`src/rtl/exp_approx_pipe_if.sv`:
```
// -----------------------------------------------------------------------------
// exp_approx_pipe_if
// Stream bundle for the pipelined e^x unit: the input beat (valid/ready, packed
// lanes, row-end tag) and the output beat (valid/ready, packed results, tag,
// per-lane saturation flags).
//   slave  : the e^x unit's view (consumes in_*, produces out_*)
//   master : the surrounding datapath's view (produces in_*, consumes out_*)
// -----------------------------------------------------------------------------
interface exp_approx_pipe_if #(
  parameter int NUM_LANES = 4,
  parameter int IN_WIDTH  = 16,
  parameter int OUT_WIDTH = 16
);
  logic                           in_valid;
  logic                           in_ready;
  logic [NUM_LANES*IN_WIDTH-1:0]  in_x;
  logic                           in_last;
  logic                           out_valid;
  logic                           out_ready;
  logic [NUM_LANES*OUT_WIDTH-1:0] out_e;
  logic                           out_last;
  logic [NUM_LANES-1:0]           out_sat;

  modport slave (
    input  in_valid, in_x, in_last, out_ready,
    output in_ready, out_valid, out_e, out_last, out_sat
  );

  modport master (
    output in_valid, in_x, in_last, out_ready,
    input  in_ready, out_valid, out_e, out_last, out_sat
  );
endinterface

```
`src/rtl/exp_approx_pipe.sv`:
```
// -----------------------------------------------------------------------------
// exp_approx_pipe
// Multi-lane, three-stage pipelined fixed-point e^x for the softmax datapath.
//   e^x = 2^(x*log2e) = 2^z * 2^f, z = floor(x*log2e), f in [0,1)
//   stage 1: y = x * log2e (full-width signed product)
//   stage 2: split y into z and f, look up 2^f in a table built at elaboration
//   stage 3: shift the table value by z, clipping to all-ones on overflow
// Ports:
//   clk  - clock
//   rst  - synchronous active-high reset, flushes every in-flight beat
//   bus  - exp_approx_pipe_if.slave: in_valid/in_ready/in_x/in_last and
//          out_valid/out_ready/out_e/out_last/out_sat
// All stages advance together when the output register is empty or being
// drained (in_ready = !out_valid || out_ready); bubbles are kept.
// Optional macro EXP_APPROX_LERP_EN: stage 2 linearly interpolates between
// adjacent table entries using the fraction bits below the table index.
// -----------------------------------------------------------------------------
module exp_approx_pipe #(
  parameter int NUM_LANES         = 4,
  parameter int IN_WIDTH          = 16,
  parameter int IN_FRAC           = 8,
  parameter int OUT_WIDTH         = 16,
  parameter int OUT_FRAC          = 14,
  parameter int LUT_ADDRESS_WIDTH = 4
) (
  input  logic                 clk,
  input  logic                 rst,
  exp_approx_pipe_if.slave     bus
);

  localparam int L      = LUT_ADDRESS_WIDTH;
  // Product of a signed IN_WIDTH value and an unsigned 16-bit Q1.15 constant.
  localparam int Y_W    = IN_WIDTH + 17;
  localparam int F_W    = IN_FRAC + 15;
  localparam int Z_W    = Y_W - F_W;
  // Table values lie in [2^OUT_FRAC, 2^(OUT_FRAC+1)].
  localparam int M_W    = OUT_FRAC + 2;
  localparam int W_W    = M_W + OUT_WIDTH;
  localparam int LUT_N  = 1 << L;
  // Fixed-point precision used only while building the table.
  localparam int FB     = 40;
`ifdef EXP_APPROX_LERP_EN
  localparam int LUT_SIZE = LUT_N + 1;
  localparam int R        = ((F_W - L) < 8) ? (F_W - L) : 8;
`else
  localparam int LUT_SIZE = LUT_N;
`endif

  localparam logic signed [16:0]  LOG2E = 17'sd47274;
  localparam logic [Z_W-1:0]      OW_Z  = Z_W'(OUT_WIDTH);

  // Integer square root, bit-serial; used for the table only.
  function automatic logic [127:0] isqrt(input logic [127:0] v);
    logic [127:0] res;
    logic [127:0] rem;
    logic [127:0] bitv;
    res  = 128'd0;
    rem  = v;
    bitv = 128'd1 << 126;
    for (int i = 0; i < 64; i++) begin
      if (rem >= (res + bitv)) begin
        rem = rem - (res + bitv);
        res = (res >> 1) + bitv;
      end else begin
        res = res >> 1;
      end
      bitv = bitv >> 2;
    end
    return res;
  endfunction

  // round(2^(k/2^L) * 2^OUT_FRAC), composed from repeated square roots of 2.
  function automatic logic [M_W-1:0] lut_entry(input int k);
    logic [127:0]   s;
    logic [127:0]   acc;
    logic [M_W-1:0] res;
    res = '0;
    if (k >= LUT_N) begin
      res[OUT_FRAC+1] = 1'b1;
    end else begin
      s   = 128'd2 << FB;
      acc = 128'd1 << FB;
      for (int j = 1; j <= L; j++) begin
        s = isqrt(s << FB);
        if (k[L-j]) begin
          acc = (acc * s) >> FB;
        end
      end
      acc = (acc + (128'd1 << (FB - OUT_FRAC - 1))) >> (FB - OUT_FRAC);
      res = acc[M_W-1:0];
    end
    return res;
  endfunction

  logic [M_W-1:0] lut [LUT_SIZE];

  for (genvar k = 0; k < LUT_SIZE; k++) begin : g_lut
    localparam logic [M_W-1:0] ENTRY = lut_entry(k);
    assign lut[k] = ENTRY;
  end

  logic adv_s;
  logic v1_r, v2_r, v3_r;
  logic l1_r, l2_r, l3_r;

  assign adv_s         = !v3_r || bus.out_ready;
  assign bus.in_ready  = adv_s;
  assign bus.out_valid = v3_r;
  assign bus.out_last  = l3_r;

  // Stage valids and row-end tags; everything shifts together on adv.
  always_ff @(posedge clk) begin
    if (rst) begin
      v1_r <= 1'b0;
      v2_r <= 1'b0;
      v3_r <= 1'b0;
      l1_r <= 1'b0;
      l2_r <= 1'b0;
      l3_r <= 1'b0;
    end else if (adv_s) begin
      v1_r <= bus.in_valid;
      l1_r <= bus.in_valid & bus.in_last;
      v2_r <= v1_r;
      l2_r <= l1_r;
      v3_r <= v2_r;
      l3_r <= l2_r;
    end
  end

  for (genvar i = 0; i < NUM_LANES; i++) begin : g_lane
    logic signed [IN_WIDTH-1:0] x_s;
    logic signed [Y_W-1:0]      y_s;
    logic signed [Y_W-1:0]      y_r;
    logic signed [Z_W-1:0]      z_s;
    logic signed [Z_W-1:0]      z_r;
    logic [L-1:0]               idx_s;
    logic [M_W-1:0]             m_s;
    logic [M_W-1:0]             m_r;
    logic [OUT_WIDTH-1:0]       e_s;
    logic [OUT_WIDTH-1:0]       e_r;
    logic                       sat_s;
    logic                       sat_r;
    logic [Z_W-1:0]             zmag_s;
    logic [W_W-1:0]             wide_s;
    logic                       unused_frac;

    assign x_s = bus.in_x[i*IN_WIDTH +: IN_WIDTH];
    assign y_s = Y_W'(x_s) * Y_W'(LOG2E);

    // Taking the integer part by slicing is an arithmetic floor, so negative
    // y gets z rounded toward -inf and a non-negative fraction.
    assign z_s   = y_r[Y_W-1:F_W];
    assign idx_s = y_r[F_W-1 -: L];
    assign unused_frac = ^y_r[F_W-L-1:0];

`ifdef EXP_APPROX_LERP_EN
    logic [L:0]       idx_n_s;
    logic [M_W-1:0]   lo_s;
    logic [M_W-1:0]   hi_s;
    logic [M_W-1:0]   diff_s;
    logic [R-1:0]     r_s;
    logic [M_W+R-1:0] prod_s;

    assign idx_n_s = {1'b0, idx_s} + {{L{1'b0}}, 1'b1};
    assign lo_s    = lut[{1'b0, idx_s}];
    assign hi_s    = lut[idx_n_s];
    assign diff_s  = hi_s - lo_s;
    assign r_s     = y_r[F_W-L-1 -: R];
    assign prod_s  = (M_W+R)'(diff_s) * (M_W+R)'(r_s);
    assign m_s     = lo_s + M_W'(prod_s >> R);
`else
    assign m_s = lut[idx_s];
`endif

    // Stage 3: scale 2^f by 2^z, flushing to zero or clipping to all-ones.
    always_comb begin
      e_s    = '0;
      sat_s  = 1'b0;
      zmag_s = '0;
      wide_s = '0;
      if (z_r[Z_W-1]) begin
        zmag_s = -z_r;
        if (zmag_s >= OW_Z) begin
          e_s = '0;
        end else begin
          e_s = OUT_WIDTH'(m_r >> zmag_s);
        end
      end else begin
        zmag_s = z_r;
        if (zmag_s >= OW_Z) begin
          e_s   = '1;
          sat_s = 1'b1;
        end else begin
          wide_s = W_W'(m_r) << zmag_s;
          if (|wide_s[W_W-1:OUT_WIDTH]) begin
            e_s   = '1;
            sat_s = 1'b1;
          end else begin
            e_s = wide_s[OUT_WIDTH-1:0];
          end
        end
      end
    end

    // Per-lane datapath registers for all three stages.
    always_ff @(posedge clk) begin
      if (rst) begin
        y_r   <= '0;
        z_r   <= '0;
        m_r   <= '0;
        e_r   <= '0;
        sat_r <= 1'b0;
      end else if (adv_s) begin
        y_r   <= y_s;
        z_r   <= z_s;
        m_r   <= m_s;
        e_r   <= e_s;
        sat_r <= sat_s;
      end
    end

    assign bus.out_e[i*OUT_WIDTH +: OUT_WIDTH] = e_r;
    assign bus.out_sat[i]                      = sat_r;
  end

endmodule

```
`src/flat_wrapper.sv`:
```
// flat-port wrapper written by rule: the top's interface ports become plain ports
module exp_approx_pipe_flat 
#(
  parameter int NUM_LANES         = 4,
  parameter int IN_WIDTH          = 16,
  parameter int IN_FRAC           = 8,
  parameter int OUT_WIDTH         = 16,
  parameter int OUT_FRAC          = 14,
  parameter int LUT_ADDRESS_WIDTH = 4
)
  (clk, rst, bus_in_valid, bus_in_x, bus_in_last, bus_out_ready, bus_in_ready, bus_out_valid, bus_out_e, bus_out_last, bus_out_sat);
  exp_approx_pipe_if #(.NUM_LANES(NUM_LANES), .IN_WIDTH(IN_WIDTH), .OUT_WIDTH(OUT_WIDTH)) bus_i ();
  input  logic clk;
  input  logic rst;
  input wire logic [$bits(bus_i.in_valid)-1:0] bus_in_valid;
  input wire logic [$bits(bus_i.in_x)-1:0] bus_in_x;
  input wire logic [$bits(bus_i.in_last)-1:0] bus_in_last;
  input wire logic [$bits(bus_i.out_ready)-1:0] bus_out_ready;
  output wire logic [$bits(bus_i.in_ready)-1:0] bus_in_ready;
  output wire logic [$bits(bus_i.out_valid)-1:0] bus_out_valid;
  output wire logic [$bits(bus_i.out_e)-1:0] bus_out_e;
  output wire logic [$bits(bus_i.out_last)-1:0] bus_out_last;
  output wire logic [$bits(bus_i.out_sat)-1:0] bus_out_sat;
  assign bus_i.in_valid = bus_in_valid;
  assign bus_i.in_x = bus_in_x;
  assign bus_i.in_last = bus_in_last;
  assign bus_i.out_ready = bus_out_ready;
  assign bus_in_ready = bus_i.in_ready;
  assign bus_out_valid = bus_i.out_valid;
  assign bus_out_e = bus_i.out_e;
  assign bus_out_last = bus_i.out_last;
  assign bus_out_sat = bus_i.out_sat;
  exp_approx_pipe #(.NUM_LANES(NUM_LANES), .IN_WIDTH(IN_WIDTH), .IN_FRAC(IN_FRAC), .OUT_WIDTH(OUT_WIDTH), .OUT_FRAC(OUT_FRAC), .LUT_ADDRESS_WIDTH(LUT_ADDRESS_WIDTH)) u_core (.clk(clk), .rst(rst), .bus(bus_i));
endmodule
```
`config.mk`:
```
export PLATFORM = sky130hd
export DESIGN_NAME = exp_approx_pipe_flat
export DESIGN_NICKNAME = d
export VERILOG_FILES = /design/src/rtl/exp_approx_pipe_if.sv /design/src/rtl/exp_approx_pipe.sv /design/src/flat_wrapper.sv
export SDC_FILE = /design/constraint.sdc
export NUM_CORES = 2
export LEC_CHECK = 0
export ABC_AREA = 0
export BUFFER_PORTS_ARGS = -buffer_cell sky130_fd_sc_hd__buf_4
export CAP_MARGIN = 40
export CORE_MARGIN = 1
export CORE_UTILIZATION = 45
export CTS_CLUSTER_DIAMETER = 80
export DETAILED_ROUTE_END_ITERATION = 16
export SYNTH_ARGS = -nofsm -noshare
export SYNTH_HDL_FRONTEND = slang
export SYNTH_SLANG_ARGS = --single-unit
```
`constraint.sdc`:
```
create_clock -name clk -period 7.45 [get_ports clk]
set_input_delay 1.49 -clock clk [delete_from_list [all_inputs] [get_ports clk]]
set_output_delay 1.49 -clock clk [all_outputs]
set_load 0.01 [all_outputs]
```
Yosys cells after proc, flatten, opt, wreduce, memory -nomap -nowiden
Memory sizes are Yosys's and may differ from the RTL's. A register that Yosys moved wholly into a read port is not among the register bits.
Index checks and enable logic that the tools add are counted.
{"block": "totals", "regBits": 242, "romBits": 1024, "input_bits": 69, "out_inout_bits": 71, "wordCells": 89, "n_memories": 4}
{"memory": "(name not given)", "words": 16, "width": 16, "read_ports": 1, "rd_clocked_by_memory_dff": 1, "write_ports": 0, "line": "exp_approx_pipe.sv:172", "source": "assign m_s = lut[idx_s];"}
{"memory": "(name not given)", "words": 16, "width": 16, "read_ports": 1, "rd_clocked_by_memory_dff": 1, "write_ports": 0, "line": "exp_approx_pipe.sv:172"}
{"memory": "(name not given)", "words": 16, "width": 16, "read_ports": 1, "rd_clocked_by_memory_dff": 1, "write_ports": 0, "line": "exp_approx_pipe.sv:172"}
{"memory": "(name not given)", "words": 16, "width": 16, "read_ports": 1, "rd_clocked_by_memory_dff": 1, "write_ports": 0, "line": "exp_approx_pipe.sv:172"}
{"block": "classes", "n_addsub": 4, "mul": 4, "n_lt_le_gt_ge": 8, "shift": 8, "muxes": 28, "bitwise": 5, "n_reduce_logical": 6}
{"operator": "16-bit two-way mux", "count": 16}
{"operator": "16-bit by 16-bit multiplier with 32-bit output (second input constant)", "count": 4}
{"operator": "16-bit by 10-bit << shifter with 32-bit output", "count": 4}
{"operator": "10-bit by 5-bit greater-or-equal comparator with 1-bit output (second input constant)", "count": 8}
{"operator": "16-bit OR reduction", "count": 4}
{"operator": "16-bit by 10-bit >> shifter with 16-bit output", "count": 4}
{"operator": "10-bit negator", "count": 4}
{"operator": "4-bit inverter with 5-bit output", "count": 4}
{"operator": "1-bit two-way mux", "count": 12}
{"operator": "1-bit bitwise AND", "count": 1}
{"operator": "1-bit logical NOT", "count": 1}
{"operator": "1-bit logical OR", "count": 1}

Logic depth before layout (Yosys ltp)
{"block": "depth", "depth_word": 5, "ltp_mapped": 22, "mapped_depth_nobuf": 22}

Least setup slack after synthesis
OpenSTA, ideal clock, no wires.
{"block": "synth_timing", "path_kind": "input -> register", "start": "input port bus_in_x[31]", "end": "register u_core.g_lane[1].y_r[32]", "setup_time_ns": 0.086, "t_arrival_ns": 6.729, "required_time_ns": 7.364, "setup_slack_ns": 0.636, "cell_stages": 21, "path_buffers": 2, "cell_sequence": "buf_1 -> inv_1 -> clkbuf_1 -> fa_1 -> inv_1 -> ha_1 -> fa_1 -> fa_1 -> inv_1 -> fa_1 -> inv_1 -> ha_1 -> a21o_1 -> a21o_1 -> a32oi_1 -> o21ai_0 -> a41oi_1 -> o21bai_1 -> o31ai_1 -> xnor2_1 -> a211oi_1"}
{"block": "synth_via", "elab_chain_len": 1}
{"element": "from (decl)", "line": "flat_wrapper.sv:16", "source": "input wire logic [$bits(bus_i.in_x)-1:0] bus_in_x;"}
{"element": "16-bit by 16-bit multiplier with 32-bit output", "line": "exp_approx_pipe.sv:148", "source": "assign y_s = Y_W'(x_s) * Y_W'(LOG2E);"}
{"element": "to (signal assigned)", "line": "exp_approx_pipe.sv:214", "source": "y_r <= y_s;"}
{"element": "to (decl)", "line": "exp_approx_pipe.sv:133", "source": "logic signed [Y_W-1:0] y_r;"}
No other way between the ends.
A chain may end at the register's enable or synchronous reset.

Worst setup path after layout
{"block": "layout_timing", "start": "input port bus_in_x[3]", "end": "register u_core.g_lane[0].y_r[32]"}
{"block": "layout_via", "elab_chain_len": 1}
{"element": "16-bit by 16-bit multiplier with 32-bit output", "line": "exp_approx_pipe.sv:148"}
{"element": "to (signal assigned)", "line": "exp_approx_pipe.sv:214"}
{"element": "to (decl)", "line": "exp_approx_pipe.sv:133"}
No other way between the ends.

==> metrics.md <==
| Metric | Value |
|---|---|
| Fin worst setup slack | a little under 0.9 ns |
| Nets | just under 5,000 |
| First-pass GRT wire length | 140,000 um |
| Max Clk Rate | approximately 150 MHz |
| Req. time, crit path | 7.86 ns |
| Post-Syn Nets | 4,953 |
| Measured slew at the worst slew-check pin | about 0.95 ns |
| Largest net degree at the start of global routing | 153 |
| TritonRoute pass-1 iters | 6 |
| Cells after Synth | roughly 4,100 |
| # setup viols final | 0 |
| Layout area overhead | 7.76% |
| DP HPWL | 66,000 um |
| Core region area | 74,900 um2 |
| Yosys cell types | 87 |
| Non-Filler Instances | 5,040 |
| Fraction of registers with async set/reset | 0% |
| Most frequent cell after synthesis | inv_1 |
| Min-Delay Path Class | flop to flop |
| Drt wl/cell | around 17 um |
| Mapped Avg Cell Area | around 8.4 um2 |
| Top post-synthesis cells by count | 694 x inv_1, 495 x ha_1, 352 x nand2_1 |
| GP Congestion | between 0.8 and 0.9 |
| Setup crit start kind | primary input |
| Via/cell ratio | roughly 5.4 |
| Part of the power in registers | about 14% |
| Dpl ws | a little over 0.4 ns |
| H-Tree Level Count | 1 |
| Grt total ovfl | 0 |
| Crit path time final | 6.56 ns |
| Inst Count DP | between 4,000 and 5,000 |
| N_diodes | 0 |
| Final WL | between 80,000 and 90,000 um |
| Fin. Hold Viols | 0 |
| Clk network pwr share | 8.2% |
| DRT iter0 DRCs | about 1,700 |
| Chip Width | ~280 um |
| Cell Area, Synth | 34,300 um2 |
| Tot GR Track Use | 21.8% |
| Status | finished clean |
| Hold_buf cts | 0 |
| Seq/Total Area, Yosys | around an eighth |
| CTS max path bufs | 3 |
| TritonCTS Buffers | 27 |
| Core Util, Final | between 40% and 50% |
| Row Count | 100 |
| RSZ-0062 raised after global routing | no |
| MaxCap Viol Count | 0 |
| Final Max Slew Viols | 0 |
| Pwr dens | ~460 nW/um2 |
| CP Capture Type | flop |
| Starting Density | 45.7% |
| CP Class | primary input to flop |
| Post-CTS Setup Inserts | 0 |
| Maximum vdd drop | slightly above 300 uV |
| EDFF count, synth | 0 |
| Hold path start | u_core.g_lane[1].sat_r |
| Leading area contributor after synthesis | fa_1 |
| CTS root buffer | clkbuf_16 |
| Combinational share of power | approximately 77% |
| Reg clk slew, reported paths | 0.06 ns |
| DIE HEIGHT | between 200 and 300 um |
| CTS tree | built |
| Worst Path Max Fanout | 4 |
| Relative slew slack | roughly 37% |
| Area share of the largest cell type after synthesis | about a fifth |
| Fin crit share | between 80% and 90% |
| # resized after CTS | 0 |
| I/O Buffers | 139 |
| Largest cells by area after synthesis | fa_1 19%, ha_1 18%, dfxtp_1 13% |
| Clock sinks | around 230 |
| Die ar. | between 70,000 and 80,000 um2 |
| Worst setup path startpoint | bus_in_x[3] |
| Antenna Nets Post-Route | 0 |
| Num ports | 140 |
| Worst skew pair latency | about 0.56 ns |
| Critical R2R Launch | u_core.g_lane[3].z_r[0] |
| Share of layout cells above drive strength 1 | approximately 8.4% |
| Switch Pwr | ~0.0085 W |
| Initial antenna violation count | 0 |
| Via Count | 27,271 |
| Leakage Power | about 18 nW |
| Fin Clk Skew | around 0.011 ns |
| Critical path arrival | around 7 ns |
| Vias in the first global route | roughly 27,000 |
| Synth warn | 0 |
| Switching share of total power | between 50 and 60% |
| #FFs+latches synth | around 230 |
| DRC viols | 0 |
| Setup TNS | 0 ns |
| Synth Flop Type | dfxtp_1 |
| Total internal power | 0.00832 W |
## power by group through the flow
stage	combinational (W)	clock [W]	sequential (W)
floorplan	0.0101	0	0.00214
global placement	0.0130	0	0.00243
detailed placement	0.0131	0	0.00244
CTS	0.0132	0.00142	0.00242
global route	0.0149	0.00147	0.00251
finish	0.0130	0.00138	0.00243
## critical path, cell delays in order
cell and delay (ns):
buf_4 0.10, inv_1 0.09, fa_1 0.55, inv_1 0.04
ha_1 0.26, inv_1 0.04, fa_1 0.47, inv_1 0.05
fa_1 0.44, fa_1 0.49, inv_1 0.04, fa_1 0.48
inv_1 0.04, ha_1 0.29, a21o_1 0.18, a21o_1 0.16
a21oi_1 0.25, nand4_1 0.19, a311oi_1 0.53, o31ai_1 0.20
a21oi_1 0.28, mux2i_1 0.22, a211oi_1 0.09
## registers in the layout, summed over array words and instances (netlist names), 4 cells and up
signal,flops
u_core.g_lane.e_r,64
u_core.g_lane.m_r,57
u_core.g_lane.z_r,40
u_core.g_lane.y_r,56
u_core.g_lane.sat_r,4
## stage by stage
step / hold slack, ns / power [W] / instance area [um2]
after floorplan: 0.423 / 0.0123 / 34300
after global routing: 0.470 / 0.0189 / 36900
after global placement: 0.430 / 0.0154 / 36000
after detailed placement: 0.434 / 0.0155 / 36000
after CTS: 0.443 / 0.0170 / 36900
final: 0.439 / 0.0168 / 36900
## layer usage
| layer | track usage [%] | share of wire (%) | up-vias |
|---|---|---|---|
| li1 | - | - | 13660 |
| met1 | 31.8 | 49 | 13060 |
| met2 | 35.9 | 47 | 471 |
| met3 | 1.54 | 3.3 | 80 |
| met4 | 3.27 | 1.5 | 0 |
| met5 | 0 | 0 | - |
## layout by cell type, fill, tap and decap left out, drive strengths merged, types with 71 or more instances in the layout
cell,instances
nor2,227
a21oi,268
inv,699
fa,332
nand3,71
o21ai,185
xnor2,117
dfxtp,227
nand2,354
mux2i,122
ha,495
buf,182
nor3,81
## path summary, 6_finish.rpt
| path | endpoint | slack (ns) | cells past startpoint |
|---|---|---|---|
| worst max-delay path | u_core.g_lane[0].y_r[32] | 0.89 | 23 |
| worst min-delay path | u_core.g_lane[1].sat_r | 0.44 | 2 |
| worst max register to register | u_core.g_lane[3].e_r[11] | 3.41 | 12 |
| worst min register to register | u_core.g_lane[1].sat_r | 0.44 | 2 |
## cell families after synthesis
| family | count (synthesis) | share of synthesized area (%) |
|---|---|---|
| fa+ha+maj | 827 | 37.5 |
| xor+xnor | 165 | 4.22 |
| flops | 227 | 13.3 |
| compound gates | 820 | 15.1 |
| mux | 197 | 7.47 |
| simple gates | 905 | 12.1 |
| buf+inv | 916 | 10.3 |
## final cells by class
class                           count  area, um2
Timing Repair Buffer              182       1400
Fill cell                        7315      38000
Inverter                          700       2630
Multi-Input combinational cell   2914      26200
Sequential cell                   227       4550
Tap cell                          969       1210
Clock buffer                       38        777
Clock inverter                     10        138
No activity file was read; power rests on OpenSTA's default activity.
